`src/rtl/gray_counter_pkg.sv`:
```
// Shared constants for the Gray-coded FIFO pointer counter.
// Its users import this package to pick up the default address width.
package gray_counter_pkg;

    localparam int unsigned DEFAULT_ADDRESS_SIZE = 4;

endpackage : gray_counter_pkg

```
`src/rtl/gray_counter_bin2gray.sv`:
```
// Binary to reflected-Gray conversion.
// Purely combinational XOR of the value with itself shifted right by one.
module gray_counter_bin2gray #(
    parameter int unsigned WIDTH = 5
) (
    input  logic [WIDTH-1:0] bin,
    output logic [WIDTH-1:0] gray
);

    assign gray = bin ^ (bin >> 1);

endmodule : gray_counter_bin2gray

```
`src/rtl/gray_counter.sv`:
```
// Async-FIFO pointer: a binary count that addresses the memory, plus a registered Gray copy for the other clock domain.
// The extra MSB toggles once per lap, so the pointer compare can tell full from empty.
module gray_counter
    import gray_counter_pkg::*;
#(
    parameter int unsigned ADDRESS_SIZE = DEFAULT_ADDRESS_SIZE
) (
    input  logic                    clk,
    input  logic                    reset,
    input  logic                    inc,
    input  logic                    not_full_or_not_empty,
    output logic [ADDRESS_SIZE-1:0] binary_address,
    output logic [ADDRESS_SIZE:0]   gray_pointer,
    output logic [ADDRESS_SIZE:0]   gray_pointer_next
);

    localparam int unsigned PTR_W = ADDRESS_SIZE + 1;

    logic [PTR_W-1:0] bin;
    logic [PTR_W-1:0] gray;
    logic [PTR_W-1:0] bin_next;
    logic             en;

    assign en       = inc & not_full_or_not_empty;
    assign bin_next = bin + {{(PTR_W-1){1'b0}}, en};

    gray_counter_bin2gray #(
        .WIDTH (PTR_W)
    ) u_bin2gray (
        .bin  (bin_next),
        .gray (gray_pointer_next)
    );

    // Gray is registered from the converter, not derived from bin downstream,
    // so the value crossing clock domains comes straight off a flop.
    // NOTE: sequential state uses non-blocking assignments so every flop samples pre-edge values.
    always_ff @(posedge clk or negedge reset) begin
        if (!reset) begin
            bin  <= '0;
            gray <= '0;
        end else begin
            bin  <= bin_next;
            gray <= gray_pointer_next;
        end
    end

    assign binary_address = bin[ADDRESS_SIZE-1:0];
    assign gray_pointer   = gray;

endmodule : gray_counter

```
`config.mk`:
```
export PLATFORM = sky130hd
export DESIGN_NAME = gray_counter
export DESIGN_NICKNAME = d
export VERILOG_FILES = /design/src/rtl/gray_counter_pkg.sv /design/src/rtl/gray_counter_bin2gray.sv /design/src/rtl/gray_counter.sv
export SDC_FILE = /design/constraint.sdc
export NUM_CORES = 1
export LEC_CHECK = 0
export ABC_AREA = 1
export CAP_MARGIN = 20
export CORE_AREA = 3 3 40 42
export DETAILED_ROUTE_END_ITERATION = 12
export DIE_AREA = 0 0 43 45
export GPL_ROUTABILITY_DRIVEN = 0
export PLACE_DENSITY = 0.6
export SYNTH_ARGS = -nofsm -noshare
export SYNTH_HDL_FRONTEND = slang
export SYNTH_HIERARCHICAL = 1
export SYNTH_SLANG_ARGS = --single-unit
```
`constraint.sdc`:
```
create_clock -name clk -period 1.9 [get_ports clk]
set_input_delay 0.285 -clock clk [delete_from_list [all_inputs] [get_ports clk]]
set_output_delay 0.285 -clock clk [all_outputs]
set_load 0.01 [all_outputs]
```
=== Word level (Yosys, flattened, before mapping) ===
Cells that the tools add are included.

* Shift operators: 0
* Eq/ne operators: 0
* Multiplexer cells: 0
* Multipliers: 0
* Reduce and logical (&&, ||, !) cells: 0
* Magnitude comparators: 0
* Divide/modulo/power cells: 0
* Bitwise logic cells: 2
* $add $sub $neg: 1

{| class="wikitable"
|+ Operators with widths
! operator !! number
|-
| 5-bit by 1-bit adder with 5-bit output || 1
|-
| 5-bit by 4-bit bitwise XOR with 5-bit output || 1
|-
| 1-bit bitwise AND || 1
|}

* Latch bits: 0
* Logic and storage cells: 5
* Register bits after elaboration: 10
* Bits in writable memories: 0
* Memories: 0
* Output and inout bits: 14
* Input port bits: 4
* ROM bits: 0

=== Depth between registers and ports, before layout ===
Gate-level depths: netlist of run 1.

* Depth after elaboration: 3
* Gate-level depth with buffers: 10

=== Hierarchy ===
The synthesis of run 1 kept the hierarchy.

{| class="wikitable"
|+ By module, submodules not included
! module !! times used !! cells each !! area an instance (sq um)
|-
| gray_counter || 1 || 29 || 366.6
|-
| gray_counter_bin2gray || 1 || 18 || 71.3
|}

=== Least setup slack after synthesis of run 1 ===
No wires, ideal clock.

* Path type: reg-to-output
* Start: register bin[0]
* End: output gray_pointer_next[1]
* Arrival time: 1,256 ps
* Buffers on the path: 0
* Path slack: 359 ps
* Cell stages (with the launch flop): 7
* Cells stage by stage: dfrtp_1 ha_1 ha_1 xor2_1 inv_1 nand2_1 nand2_1

* Cells in the longest elaborated chain, start to end: 2

{| class="wikitable"
|+ Ends and longest elaborated chain
! element !! RTL line !! RTL
|-
| start: declaration || gray_counter.sv:19 || <nowiki>logic [PTR_W-1:0] bin;</nowiki>
|-
| start signal: assignment || gray_counter.sv:42 || <nowiki>bin <= bin_next;</nowiki>
|-
| 5-bit by 1-bit adder with 5-bit output || gray_counter.sv:25 || <nowiki>assign bin_next = bin + {{(PTR_W-1){1'b0}}, en};</nowiki>
|-
| via bin_next[2] || gray_counter.sv:21 || <nowiki>logic [PTR_W-1:0] bin_next;</nowiki>
|-
| 5-bit by 4-bit bitwise XOR with 5-bit output || gray_counter_bin2gray.sv:10 || <nowiki>assign gray = bin ^ (bin >> 1);</nowiki>
|-
| end: declaration || gray_counter.sv:14 || <nowiki>output logic [ADDRESS_SIZE:0] gray_pointer_next</nowiki>
|}

The timed path passes the listed nets, and every way through them passes these cells.

=== Worst setup path in the final report of run 1 ===
* Start: register bin[0]
* End: output gray_pointer_next[3]

* Cells in the longest elaborated chain, start to end: 2

{| class="wikitable"
|+ Ends and longest elaborated chain
! element !! RTL line
|-
| 5-bit by 1-bit adder with 5-bit output || gray_counter.sv:25
|-
| 5-bit by 4-bit bitwise XOR with 5-bit output || gray_counter_bin2gray.sv:10
|}

No other way between the ends.

==> reports/qor.csv, run 1 <==
stage;metric;value;unit
global_routing;vias in the first global route;340;
layout;post-route cell area;688;um^2
timing;final worst slack;0.0290;ns
placement;Port Buf Inserts;17;
global_routing;first-pass GRT wire length;1390;um
worst_setup_path;Buf+Inv Stages, Crit Path;3;
clocking;CTS tree;built;
clocking;CTS root buffer;clkbuf_4;
detailed_routing;total number of vias;339;
floorplanning;std cell rows;13;
yosys;Distinct cells, synth;8;
clocking;CTS Buffer Depth;2;
clocking;Setup Fix Bufs, Post-CTS;0;
floorplanning;die area;1940;um^2
worst_setup_path;delay of the slowest cell on the worst path;0.40;ns
global_routing;largest net degree at the start of global routing;11;
clocking;CTS Sinks;10;
timing;Post-Route Skew;0.00162;ns
placement;pre-CTS WS;-0.607;ns
timing;RSZ-0062 raised after global routing;true;
worst_setup_path;R2R cell count;7;
yosys;Synth Net Count;53;
yosys;yosys warns;6;
layout;post-route insts no fill;82;
timing;Tightest Pin Transition;0.416;ns
floorplanning;IO Pins;18;
worst_setup_path;cell family with most CP delay;flip-flops;
worst_setup_path;worst path required time;1.62;ns
clocking;Skew-Pair Late Insertion Delay;0.25;ns
yosys;Mapped Cells;47;
layout;# diodes;0;
detailed_routing;drt wl/cell;9.62;um
worst_setup_path;CP endpoint kind;primary output;
floorplanning;die width;43;um
worst_setup_path;CP max FO;3;
layout;# fillers;122;
job;max-cap violations;0;
placement;placed cells;80;
timing;min Tclk post-route;1.87;ns
detailed_routing;Detailed Route Iter0 Violations;2;
worst_setup_path;worst-path cell chain;ha_4, ha_4, buf_6, nand3_2, nand2_2, nand2_4, inv_2, nand2_1, nand2_1, buf_2;
layout;layout cell share with drive strength beyond 1;29.9;%
detailed_routing;Initial DRT Pass Iterations;2;
worst_setup_path;Worst setup SP type;flop;
detailed_routing;Final ANT Viol Nets;0;
global_routing;GRT Resource Usage Total;10.5;%
detailed_routing;DR vias/cell;4.13;
worst_setup_path;Crit-path slowest cell;dfrtp_1;
outcome;outcome;complete, no violations;
clocking;H-tree depth;1;
worst_setup_path;r2r setup slk;0.51;ns
pwr;Pleak;0.346;nW
global_routing;antenna violations before repair;0;
timing;maximum achievable frequency;0.534;GHz
yosys;Syn Area/Cell;9.32;um^2
placement;Final HPWL DP;617;um
floorplanning;core area;1280;um^2
detailed_routing;WL final;789;um
layout;synth-to-layout area growth;57.1;%
yosys;Syn Std Cell Area;438;um^2
placement;Post-DP Area;634;um^2
yosys;flops & latches, synth;10;
worst_setup_path;critical path data arrival time;1.59;ns
worst_setup_path;RR Endpoint;gray_pointer[2]$_DFF_PN0_;
pwr;VDD IR max;0.000797;V
pwr;Pwr Density;1900;nW/um^2
timing;final setup fails;0;
detailed_routing;residual DRC count;0;
clocking;hold_buf cts;0;
layout;Net count, final;75;
timing;Hold Fails Final Rpt;0;
timing;Slew Viols, Final;0;
timing;Period Utilization, post-route;98.5;%
clocking;CTS buffer count;3;
floorplanning;initial core utilization;34.1;%
worst_setup_path;R2R Path Start;bin[0]$_DFF_PN0_;
timing;Slew HR;72.2;%
yosys;Seq/Total Area, Yosys;57.1;%
global_routing;GRT overflow;0;
floorplanning;die height;45;um
worst_setup_path;critical path class;flop to primary output;
min_path;worst min path class;primary input to asynchronous set/reset pin;
clocking;clk slew on worst S/H paths;0.05;ns
timing;Min Hold Slack;0.336;ns
==> metrics by stage <==
step	utilization (%)	power, mW	setup TNS [ns]
floorplan	-	0.765	0
detailed placement	49.4	1.20	-2.79
global route	53.6	1.42	-0.193
CTS	52.1	1.29	0
global placement	49.4	1.19	-2.77
finish	53.6	1.31	0
==> cell type report <==
cell class | instances | area (um^2) | area share (%)
timing repair buffer | 22 | 199 | 28.9
inverter | 8 | 30.0 | 4.36
sequential | 10 | 250 | 36.4
multi-input combinational | 24 | 168 | 24.4
clock buffer | 3 | 22.5 | 3.27
tap | 15 | 18.8 | 2.73
==> synth_stat cells <==
cell type | count | share of area [%]
dfrtp_1 | 10 | 57
nand2_1 | 17 | 15
nand3_1 | 2 | 2.3
buf_4 | 5 | 8.6
ha_1 | 2 | 5.7
nand4_1 | 2 | 2.9
xor2_1 | 1 | 2.0
inv_1 | 8 | 6.9
==> cell usage in the layout, fill, tap and decap left out <==
cell and count:
nand3_1 1, xor2_2 1, nand4_1 2, clkdlybuf4s50_1 10, inv_1 6, inv_2 2
nand3_2 1, dfrtp_1 10, buf_4 3, nand2_4 1, clkdlybuf4s15_1 1, ha_4 2
buf_2 3, nand2_2 1, dlygate4sd2_1 2, buf_6 3, clkbuf_4 3, nand2_1 15
==> routing by layer <==
layer	share of wire (%)	track usage (%)	routed length, um
met1	39	10.5	305
met2	58	17.4	458
met3	3.2	2.39	25
met4	0	10.8	0
met5	0	0	0
==> cell families after synthesis <==
| family | synth area share (%) |
|---|---|
| and+or+nand+nor | 19.7 |
| buffers and inverters | 15.4 |
| xor gates and xnor gates | 2.00 |
| adders and majority gates | 5.71 |
| DFF | 57.1 |
==> where the power goes <==
part	internal, mW	switching [mW]	total, mW	leakage [nW]
combinational	0.427	0.355	0.783	0.210
clock	0.0722	0.0560	0.128	0.0138
sequential	0.324	0.0760	0.400	0.122
==> worst register-to-register path, delay by kind of cell (launching register included) <==
kind,cells,cell delay (ns)
buffers and inverters,2,0.20
XOR/XNOR,1,0.21
flip-flops,1,0.40
AND/OR/NAND/NOR,2,0.12
adder cells (fa/ha/maj),2,0.35
==> registers in the layout, indices dropped and copies added (netlist names) <==
name	cells
bin	5
gray_pointer	5
==> what timing repair did <==
item / 4_1_cts / 5_1_grt
gates resized for setup: 28 / 6
pin swaps: 6 / 5
endpoints found under the setup margin: 5 / 5
==> how the worst max path moves through the flow <==
stage,from,end,cells after the start
CTS,bin[0]$_DFF_PN0_,gray_pointer_next[3],10
finish,bin[0]$_DFF_PN0_,gray_pointer_next[3],10
detailed placement,inc,gray_pointer_next[3],12
floorplan,bin[0]$_DFF_PN0_,gray_pointer_next[1],6
global placement,inc,gray_pointer_next[2],11
global route,bin[0]$_DFF_PN0_,gray_pointer_next[3],10
Note: power is estimated with default switching activity, not from simulation.
==> inputs of run 2 (changes only) <==
- CTS_CLUSTER_DIAMETER: default -> 30
==> results of run 2 <==
Same layout as run 1: the final DEF is identical, and so are final timing and power.
